### src/rtl/rr_arb4_if.sv
// Handshake bundle between the requesters and the rr_arb4 round-robin arbiter.
// master: requester side; slave: arbiter side.
interface rr_arb4_if;
    logic [3:0] req;
    logic       done;
    logic [1:0] gnt_idx;
    logic       gnt_valid;
    logic       timeout;

    modport master (
        output req,
        output done,
        input  gnt_idx,
        input  gnt_valid,
        input  timeout
    );

    modport slave (
        input  req,
        input  done,
        output gnt_idx,
        output gnt_valid,
        output timeout
    );
endinterface

### src/rtl/rr_arb4.sv
// Four-requester round-robin arbiter producing the registered grant index for the deshif decoder.
// Optional forced release after HOLD_MAX grant cycles when RR_ARB_TIMEOUT_EN is defined.
module rr_arb4 #(
    parameter int HOLD_MAX = 15
) (
    input  logic     clk,
    input  logic     reset,
    rr_arb4_if.slave bus
);
    typedef enum logic {S_IDLE, S_GRANT} state_t;

    state_t     r_state, w_state_nxt;
    logic [1:0] r_ptr, w_ptr_nxt;
    logic [1:0] r_gnt_idx, w_gnt_idx_nxt;
    logic       r_gnt_valid, w_gnt_valid_nxt;
    logic       r_timeout, w_timeout_nxt;
    logic [1:0] w_winner;
    logic       w_any_req;
    logic       w_owner_req;
    logic       w_to_hit;
    logic       w_release;

    if (HOLD_MAX < 1 || HOLD_MAX > 255) begin : g_bad_hold_max
        $error("rr_arb4: HOLD_MAX must be in 1..255");
    end

    // Lowest rotated offset from r_ptr wins, so scan offsets high to low.
    always_comb begin
        w_winner = r_ptr;
        for (int k = 3; k >= 0; k--) begin
            if (bus.req[r_ptr + 2'(k)]) begin
                w_winner = r_ptr + 2'(k);
            end
        end
    end

    assign w_any_req   = |bus.req;
    assign w_owner_req = bus.req[r_gnt_idx];

`ifdef RR_ARB_TIMEOUT_EN
    localparam logic [7:0] HOLD_LAST = 8'(HOLD_MAX - 1);

    logic [7:0] r_hcnt, w_hcnt_nxt;

    assign w_to_hit = (r_hcnt == HOLD_LAST);

    always_comb begin
        w_hcnt_nxt = r_hcnt;
        if (r_state == S_IDLE) begin
            w_hcnt_nxt = 8'd0;
        end else if (!w_release && r_hcnt != 8'hFF) begin
            w_hcnt_nxt = r_hcnt + 8'd1;
        end
    end

    always_ff @(posedge clk) begin
        if (reset) begin
            r_hcnt <= 8'd0;
        end else begin
            r_hcnt <= w_hcnt_nxt;
        end
    end
`else
    assign w_to_hit = 1'b0;
`endif

    assign w_release = bus.done | ~w_owner_req | w_to_hit;

    always_comb begin
        w_state_nxt     = r_state;
        w_ptr_nxt       = r_ptr;
        w_gnt_idx_nxt   = r_gnt_idx;
        w_gnt_valid_nxt = r_gnt_valid;
        w_timeout_nxt   = 1'b0;
        case (r_state)
            S_IDLE: begin
                if (w_any_req) begin
                    w_state_nxt     = S_GRANT;
                    w_gnt_idx_nxt   = w_winner;
                    w_gnt_valid_nxt = 1'b1;
                end
            end
            S_GRANT: begin
                // gnt_idx is left alone on release so it still names the last owner.
                if (w_release) begin
                    w_state_nxt     = S_IDLE;
                    w_gnt_valid_nxt = 1'b0;
                    w_ptr_nxt       = r_gnt_idx + 2'd1;
                    w_timeout_nxt   = w_to_hit & ~bus.done & w_owner_req;
                end
            end
            default: begin
                w_state_nxt = S_IDLE;
            end
        endcase
    end

    always_ff @(posedge clk) begin
        if (reset) begin
            r_state     <= S_IDLE;
            r_ptr       <= 2'd0;
            r_gnt_idx   <= 2'd0;
            r_gnt_valid <= 1'b0;
            r_timeout   <= 1'b0;
        end else begin
            r_state     <= w_state_nxt;
            r_ptr       <= w_ptr_nxt;
            r_gnt_idx   <= w_gnt_idx_nxt;
            r_gnt_valid <= w_gnt_valid_nxt;
            r_timeout   <= w_timeout_nxt;
        end
    end

    assign bus.gnt_idx   = r_gnt_idx;
    assign bus.gnt_valid = r_gnt_valid;
    assign bus.timeout   = r_timeout;
endmodule

### src/flat_wrapper.sv
// flat-port wrapper written by rule: the top's interface ports become plain ports
module rr_arb4_flat 
#(
    parameter int HOLD_MAX = 15
)
  (clk, reset, bus_req, bus_done, bus_gnt_idx, bus_gnt_valid, bus_timeout);
  rr_arb4_if bus_i ();
  input  logic clk;
  input  logic reset;
  input wire logic [$bits(bus_i.req)-1:0] bus_req;
  input wire logic [$bits(bus_i.done)-1:0] bus_done;
  output wire logic [$bits(bus_i.gnt_idx)-1:0] bus_gnt_idx;
  output wire logic [$bits(bus_i.gnt_valid)-1:0] bus_gnt_valid;
  output wire logic [$bits(bus_i.timeout)-1:0] bus_timeout;
  assign bus_i.req = bus_req;
  assign bus_i.done = bus_done;
  assign bus_gnt_idx = bus_i.gnt_idx;
  assign bus_gnt_valid = bus_i.gnt_valid;
  assign bus_timeout = bus_i.timeout;
  rr_arb4 #(.HOLD_MAX(HOLD_MAX)) u_core (.clk(clk), .reset(reset), .bus(bus_i));
endmodule
### config.mk
export PLATFORM = sky130hd
export DESIGN_NAME = rr_arb4_flat
export DESIGN_NICKNAME = d
export VERILOG_FILES = /design/src/rtl/rr_arb4_if.sv /design/src/rtl/rr_arb4.sv /design/src/flat_wrapper.sv
export SDC_FILE = /design/constraint.sdc
export NUM_CORES = 1
export LEC_CHECK = 0
export BUFFER_PORTS_ARGS = -buffer_cell sky130_fd_sc_hd__buf_4
export CORE_AREA = 2 2 39 41
export DETAILED_ROUTE_END_ITERATION = 16
export DIE_AREA = 0 0 41 43
export PLACE_DENSITY = 0.54
export SETUP_SLACK_MARGIN = 0.2
export SYNTH_ARGS = -nofsm -noshare
export SYNTH_HDL_FRONTEND = slang
export SYNTH_SLANG_ARGS = --single-unit
### constraint.sdc
create_clock -name clk -period 2.1 [get_ports clk]
set_input_delay 0.42 -clock clk [delete_from_list [all_inputs] [get_ports clk]]
set_output_delay 0.42 -clock clk [all_outputs]
set_load 0.1 [all_outputs]
; Word level (Yosys, flattened, before mapping)
; Index checks and enable logic that the tools add are counted.
[word_totals]
elab_cells = 42
reg_bits = 6
output_inout_bits = 4
inputBits = 7
[op_classes]
bitwise = 3
n_reduce_logical = 4
order_cmp = 5
add_sub_neg = 4
eq_ne = 2
n_mux = 20
[ops]
columns = op, count
row1 = 2-bit by 3-bit less-than comparator with 1-bit output (second input constant), 5
row2 = 1-bit binary-select mux with 2-bit select, 5
row3 = 1-bit 2-to-1 mux, 9
row4 = 2-bit 2-to-1 mux, 4
row5 = 2-bit AND reduction, 3
row6 = 2-bit by 1-bit adder with 2-bit output (second input constant), 2
row7 = 2-bit adder (second input constant), 2
row8 = 1-bit case mux with 2 select lines, 2
row9 = 4-bit OR reduction, 1
row10 = 2-bit by 1-bit inequality test with 1-bit output (second input constant), 1
row11 = 2-bit inequality test (second input constant), 1
row12 = 1-bit inverter, 2
row13 = 1-bit bitwise OR, 1

; Depth between registers and ports, before layout
; Gate-level depths: netlist of the first run.
[logic_depth]
ltp_word = 7
ltp_mapped = 4
mapped_depth_nobuf = 4

; Worst setup path before layout of the first run
; OpenSTA, ideal clock, no wires.
[synth_path]
path_kind = reg2reg
start = reg u_core.r_gnt_idx[1], in the netlist u_core.bus.gnt_idx[1]
end = reg u_core.r_ptr[1]
setup_slack_ps = -56
setup_ps = 86
required_time_ps = 2014
path_stages_with_launch = 5
synth_period_minus_slack_ps = 2156
arrival_ps = 2071
path_buffers = 0
path_cell_list = dfxtp_1 > mux4_2 > a21boi_4 > nor2_1 > a211oi_1
[synth_between]
elab_chain_cells = 5
word_cells_on_any_way = 6
cone_classes = add/sub (1) / mux (2) / bitwise (2) / reduce/logical (1)
[synth_lines]
columns = item, line
row1 = "start, declared", rr_arb4.sv:14  ; logic [1:0] r_gnt_idx, w_gnt_idx_nxt;
row2 = "start signal, assigned", rr_arb4.sv:108  ; r_gnt_idx <= w_gnt_idx_nxt;
row3 = 1-bit binary-select mux with 2-bit select, rr_arb4.sv:38  ; assign w_owner_req = bus.req[r_gnt_idx];
row4 = 1-bit 2-to-1 mux (implied by the code), rr_arb4.sv:38
row5 = 1-bit inverter, rr_arb4.sv:67  ; assign w_release = bus.done | ~w_owner_req | w_to_hit;
row6 = 1-bit bitwise OR, rr_arb4.sv:67
row7 = 2-bit AND reduction (no source line), -
row8 = "end signal, assigned", rr_arb4.sv:107  ; r_ptr <= w_ptr_nxt;
row9 = "end, declared", rr_arb4.sv:13  ; logic [1:0] r_ptr, w_ptr_nxt;
; Parallel ways exist; a longest one is shown, timed or not. The select of a mux whose other input is x is not followed.
; A chain may end at the register's enable or synchronous reset.

; Final worst setup path of the first run
[layout_path]
start = reg u_core.r_gnt_idx[1], in the netlist u_core.bus.gnt_idx[1]
end = reg u_core.r_ptr[0]
[layout_between]
elab_chain_cells = 5
[layout_lines]
columns = item, line
row1 = 1-bit binary-select mux with 2-bit select, rr_arb4.sv:38
row2 = 1-bit 2-to-1 mux (implied by the code), rr_arb4.sv:38
row3 = 1-bit inverter, rr_arb4.sv:67
row4 = 1-bit bitwise OR, rr_arb4.sv:67
row5 = 2-bit AND reduction (no source line), -
; No other way between the ends. The select of a mux whose other input is x is not followed.

==> key figures, run 1 <==
Worst hold path
  – Min-delay worst type: primary input to flip-flop
  – Min-Delay Startpoint: reset

Synth
  – Syn avg cell area: 8.54 um2
  – Yosys warning count: 0
  – Async SR Flop Fraction: 0
  – Mapped Nets: between 40 and 50
  – Post-Syn Area: 350 um2
  – Most numerous cell in the Yosys netlist: dfxtp_1
  – Synth cell types: 23
  – Sequential area share after synthesis: 0.343
  – Syn Inst Count: 41
  – Synth top area share: 0.343
  – Number of synthesized flops with an enable pin: 0
  – Primary FF master, synth: dfxtp_1
  – Synthesis-stage register bit count: 6
  – Synth area leaders: dfxtp_1 (34%), a21oi_1 (7.1%), mux4_2 (6.4%)
  – Synth area leader: dfxtp_1
  – Synth top cells by count: dfxtp_1 (6), a21oi_1 (5), nor2_1 (5), nor2b_1 (3)

Clock tree
  – Clock tree buffer depth: 2
  – TritonCTS clock tree: built
  – Worst-path clk slew: about 0.05 ns
  – Root buffer cell: clkbuf_4
  – TritonCTS buffer count: 3
  – Hold-fix buffers, CTS: 0
  – Clk sinks: 6
  – Clk_lat worst skew: roughly 0.24 ns
  – # H-tree levels: 1
  – Post-CTS Setup Bufs: 0
  – # resized after CTS: 0

Worst setup path
  – CP endpoint kind: flip-flop
  – R2R Path Start: u_core.bus.gnt_idx[1]
  – Largest fanout on the critical path: 5
  – CP required: ~2.3 ns
  – Crit. Startpoint: u_core.bus.gnt_idx[1]
  – Largest stage delay on the critical path: approximately 0.56 ns
  – Worst Path Buf+Inv: 0
  – Crit path DAT: 1.65 ns
  – Crit path max-delay family: multiplexers
  – Startpoint types: flip-flop
  – Critical path type: flip-flop to flip-flop
  – Worst path cell trace: mux4_2 -> a21boi_4 -> nor2_1 -> a211oi_1
  – Slowest CP cell: mux4_2

Floorplanning
  – Row cnt: 14
  – Die width: 41 um
  – Die height: 43 um
  – Io pins: 11
  – Core ar.: about 1400 um2
  – Initial Util: 0.253
  – Die area: about 1800 um2

Global routing
  – Global-route usage over all layers: 0.117
  – Largest net degree at the start of global routing: 8
  – Vias in the first global route: ~340
  – Grt ovf: 0
  – Global-route wire length before repair: roughly 1300 um
  – Initial antenna violation count: 0

Cells and area
  – Layout cell share with drive strength beyond 1: 0.308
  – Layout Nets: 61
  – Fill count: about 150
  – Ant diodes: 0
  – Final core utilization: 0.329
  – Non-filler instance count after layout: 68
  – Area delta synth->final: 30.0%

Route
  – Vias/cell: 5.03
  – Number of remaining DRC errors: 0
  – Via count: 342
  – Initial DRC Count: 5
  – Pre-antenna DRT Iters: 2
  – WL per Instance: approximately 11 um
  – ANT nets after route: 0
  – Final WL: a little under 800 um

Placement
  – IO Port Bufs: 9
  – DP HPWL: roughly 600 um
  – Routability cong.: roughly 0.69
  – Pre-CTS setup slack: between 0.4 and 0.5 ns
  – Placed Instances: 65

Power and ir drop
  – P_leak: roughly 0.18 nW
  – Worst vdd ir: just under 0.3 mV
  – Power Internal: 0.234 mW
  – Clock power frac: 0.280
  – Total power divided by cell area: 810 nW/um2
  – Switching pwr: between 0.1 and 0.15 mW
  – Reg power frac: 0.377
  – Switching part of the total: 0.367
  – Combinational power share: 0.343

STA
  – Fmax: 0.664 GHz
  – Period utilization: 0.717
  – Period minus WS final: ~1.5 ns
  – Final hold violations: 0
  – Setup TNS: 0 ns
  – RSZ-0062 raised after global routing: false
  – Max-slew violation count: 0
  – Post-route worst setup slack: about 0.6 ns
  – Hold_ws: between 0.3 and 0.4 ns
  – Setup Skew: around 0.006 ns
  – Final setup viols: 0

Flow run
  – # Max-Cap Violations: 0

Outcome
  – Outcome: completed
-- power by group through the flow --
| stage | clock network (mW) | logic (mW) | registers [mW] |
|---|---|---|---|
| finish | 0.103 | 0.127 | 0.139 |
| global route | 0.113 | 0.138 | 0.142 |
| CTS | 0.108 | 0.127 | 0.139 |
| detailed placement | 0 | 0.126 | 0.141 |
| global placement | 0 | 0.126 | 0.142 |
| floorplan | 0 | 0.0555 | 0.181 |
-- path summary, 6_finish.rpt --
check / to / slack, ns / cells after the start
setup / recovery: u_core.r_ptr[0] / 0.59 / 4
hold / removal: u_core.r_state / 0.38 / 2
setup reg to reg: u_core.r_ptr[0] / 0.59 / 4
hold reg to reg: u_core.bus.gnt_valid / 0.50 / 2
-- worst reg2reg max path: stages (launching register included) --
cell      delay, ns
dfxtp_2        0.36
mux4_2         0.56
a21boi_4       0.23
nor2_1         0.06
a211oi_1       0.21
-- layout by cell type (no fill, tap or decap), drive strengths merged, types with 2 or more instances in the layout --
cell,synthesis,layout
clkbuf,0,3
dfxtp,6,6
o21ai,2,2
nand2b,2,2
nor2,5,5
inv,2,2
a211oi,2,2
nor2b,3,3
a21oi,5,5
buf,1,9
-- logic make-up (layout without fill, tap and decap cells) --
kind of cell / after synthesis / in the layout / share of synthesized area
multiplexers: 1 / 1 / 0.0643
AND/OR/NAND/NOR: 14 / 14 / 0.204
flip-flops: 6 / 6 / 0.343
XOR/XNOR: 1 / 1 / 0.0250
AO/OA/AOI/OAI: 15 / 15 / 0.311
other: 1 / 1 / 0.0107
buffers and inverters: 3 / 14 / 0.0429
-- area by class of cell --
cell class / count / area, um2 / area share
Tap cell: 16 / 20.0 / 0.0440
Clock buffer: 3 / 22.5 / 0.0495
Multi-Input combinational cell: 32 / 215 / 0.473
Inverter: 2 / 7.51 / 0.0165
Sequential cell: 6 / 123 / 0.269
Timing Repair Buffer: 9 / 67.6 / 0.148
-- per-layer routing --
metal / share of wire / GRT usage / vias to the layer above
met3: 0.062 / 0.0471 / 3
met4: 0.025 / 0.0800 / 0
li1: - / - / 171
met1: 0.46 / 0.148 / 158
met5: 0 / 0 / -
met2: 0.44 / 0.156 / 10
-- through the flow --
stage	cell area, um2	total power, mW
after floorplan	353	0.236
after global placement	433	0.268
after detailed placement	433	0.268
after CTS	455	0.374
after global routing	455	0.392
final	455	0.369
-- state kept, by name, summed over array words and instances (netlist names) --
signal,count
u_core.bus.gnt_idx,2
u_core.bus.gnt_valid,1
u_core.r_state,1
u_core.r_ptr,2
Note: power is estimated with default switching activity, not from simulation.
==> run 2, diff against run 1 <==
==> constraint.sdc (replaced) <==
create_clock -name clk -period 1.5 [get_ports clk]
set_input_delay 0.3 -clock clk [delete_from_list [all_inputs] [get_ports clk]]
set_output_delay 0.3 -clock clk [all_outputs]
set_load 0.1 [all_outputs]
==> run 2 against run 1 <==
Sequential power grew 40%. Sequential share of layout area shrank 1.9 points. First-iteration DRC count grew to 2.6 times the previous value. Combinational power grew 55%. Die area is the same. Clock-buffer cell count grew 1. Setup slack lost 0.56 ns. Largest cell class unchanged. Maximum frequency grew 2.5%. Clock power grew 61%. Largest power group is now combinational logic. Clock skew grew 0.0030 ns. Final area grew 9.9%. Utilization grew 3.3 points.
==> key figures, run 2 (synthesis results as in run 1) <==
Outcome
  – Outcome: completed

Route
  – Via count: 352 (+2.9%)
  – Number of remaining DRC errors: 0 (unchanged)
  – ANT nets after route: 0 (unchanged)
  – Pre-antenna DRT Iters: 4 (+2)
  – Vias/cell: 4.82 (-4.1%)
  – Initial DRC Count: 13 (+8)
  – Final WL: 870 um (+13%)
  – WL per Instance: 11.9 um (+5.2%)

Floorplanning
  – Io pins: 11 (unchanged)
  – Die height: 43 um (unchanged)
  – Initial Util: 0.253 (unchanged)
  – Core ar.: 1380 um2 (unchanged)
  – Row cnt: 14 (unchanged)
  – Die width: 41 um (unchanged)
  – Die area: 1760 um2 (unchanged)

Clock tree
  – TritonCTS buffer count: 3 (unchanged)
  – Clock tree buffer depth: 2 (unchanged)
  – Root buffer cell: clkbuf_4
  – Clk sinks: 6 (unchanged)
  – # H-tree levels: 1 (unchanged)
  – Worst-path clk slew: 0.05 ns (about the same)
  – TritonCTS clock tree: built
  – Clk_lat worst skew: 0.25 ns (about the same)
  – Hold-fix buffers, CTS: 0 (unchanged)

STA
  – Period utilization: 0.979 (+0.262)
  – Final hold violations: 0 (unchanged)
  – Fmax: 0.681 GHz (+2.5%)
  – Final setup viols: 0 (unchanged)
  – Post-route worst setup slack: 0.0315 ns (-0.563 ns)
  – Period minus WS final: 1.47 ns (-0.0371 ns)
  – RSZ-0062 raised after global routing: true
  – Hold_ws: 0.251 ns (-0.134 ns)
  – Setup Skew: 0.00885 ns (+0.00298 ns)
  – Max-slew violation count: 0 (unchanged)

Flow run
  – # Max-Cap Violations: 0 (unchanged)

Placement
  – IO Port Bufs: 9 (unchanged)
  – Pre-CTS setup slack: 0.0333 ns (-0.401 ns)
  – Cell Area, Placed: 450 um2 (+4.0%)
  – Routability cong.: 0.707 (+2.0%)
  – DP HPWL: 603 um (+0.28%)

Power and ir drop
  – P_leak: 0.206 nW (+13%)
  – Total power: 0.556 mW (+51%)
  – Worst vdd ir: 0.442 mV (+50%)
  – Total power divided by cell area: 1110 nW/um2 (+37%)

Worst setup path
  – Largest fanout on the critical path: 4 (-1)
  – CP endpoint kind: flip-flop
  – Critical path type: flip-flop to flip-flop
  – R2R Setup Slk: 0.03 ns (-0.56 ns)
  – Crit path DAT: 1.62 ns (-0.03 ns)
  – Startpoint types: flip-flop
  – CP required: 1.65 ns (-0.60 ns)

Cells and area
  – Most common cell after layout, fill and taps aside: buf_4
  – Layout cell share with drive strength beyond 1: 0.368 (+0.0607)
  – Ant diodes: 0 (unchanged)
  – Area delta synth->final: 42.9%
  – Final instance area: 500 um2 (+9.9%)
  – Commonest cells after routing, fill and taps aside: buf_4 (12), nor2_1 (5), a21oi_1 (5)
  – Layout Nets: 65 (+6.6%)

Global routing
  – Initial antenna violation count: 0 (unchanged)
  – Grt ovf: 0 (unchanged)
  – Largest net degree at the start of global routing: 8 (unchanged)
  – Vias in the first global route: 345 (+2.4%)
  – Global-route usage over all layers: 0.129 (+0.0116)
  – Global-route wire length before repair: 1410 um (+5.2%)

Worst hold path
  – Min-delay worst type: primary input to flip-flop
## run 2: changes by cell type in the layout (fill, tap and decap cells not counted)
cell,previous run,this run
a211oi_1,2,1
dfxtp_2,2,1
dfxtp_4,0,1
buf_4,9,12
clkbuf_1,0,1
buf_6,0,1
a211oi_2,0,1
## run 2: stage by stage
stage / setup TNS (ns) / util / std cells
2_1_floorplan: -0.141 / - / 41
3_3_place_gp: 0 / 0.325 / 67
3_5_place_dp: 0 / 0.325 / 67
4_1_cts: 0 / 0.355 / 73
5_1_grt: 0 / 0.362 / 73
6_report: 0 / 0.362 / 73
## run 2: worst paths after layout
path | start | cells after the start | endpoint
hold / removal | reset | 2 | u_core.bus.gnt_idx[1]
setup reg to reg | u_core.bus.gnt_idx[1] | 4 | u_core.r_ptr[1]
setup / recovery | u_core.bus.gnt_idx[1] | 4 | u_core.r_ptr[1]
hold reg to reg | u_core.bus.gnt_valid | 2 | u_core.bus.gnt_valid
## run 2: final cells by class
cell class	count	area (um2)
Clock buffer	4	26.3
Timing Repair Buffer	13	101
Sequential cell	6	125
Fill cell	143	883
Inverter	2	7.51
Tap cell	16	20.0
Multi-Input combinational cell	32	220
## run 2: what timing repair did
action,in CTS,in global routing
buffers inserted,2,0
endpoints found under the setup margin,3,3
resized for setup,0,2
pin swaps,2,3
hold endpoints to repair,0,0
## run 2: critical path, stage by stage, from the launching register on
cell and delay, ns:
dfxtp_4 0.35, mux4_2 0.54, a21boi_4 0.22, nor2_1 0.08, a211oi_2 0.18
## run 2: report_power, final
part	internal, mW	leakage, nW	switching [mW]	total [mW]
registers	0.177	0.0508	0.0167	0.194
logic	0.0702	0.141	0.126	0.197
clock network	0.101	0.0150	0.0644	0.166
## run 2: per-layer routing
layer | wire length [um] | up-vias | track usage
met5 | 0 | - | 0
met4 | 16 | 0 | 0.120
met3 | 43 | 2 | 0.0628
met2 | 422 | 10 | 0.159
met1 | 388 | 160 | 0.152
li1 | - | 180 | -
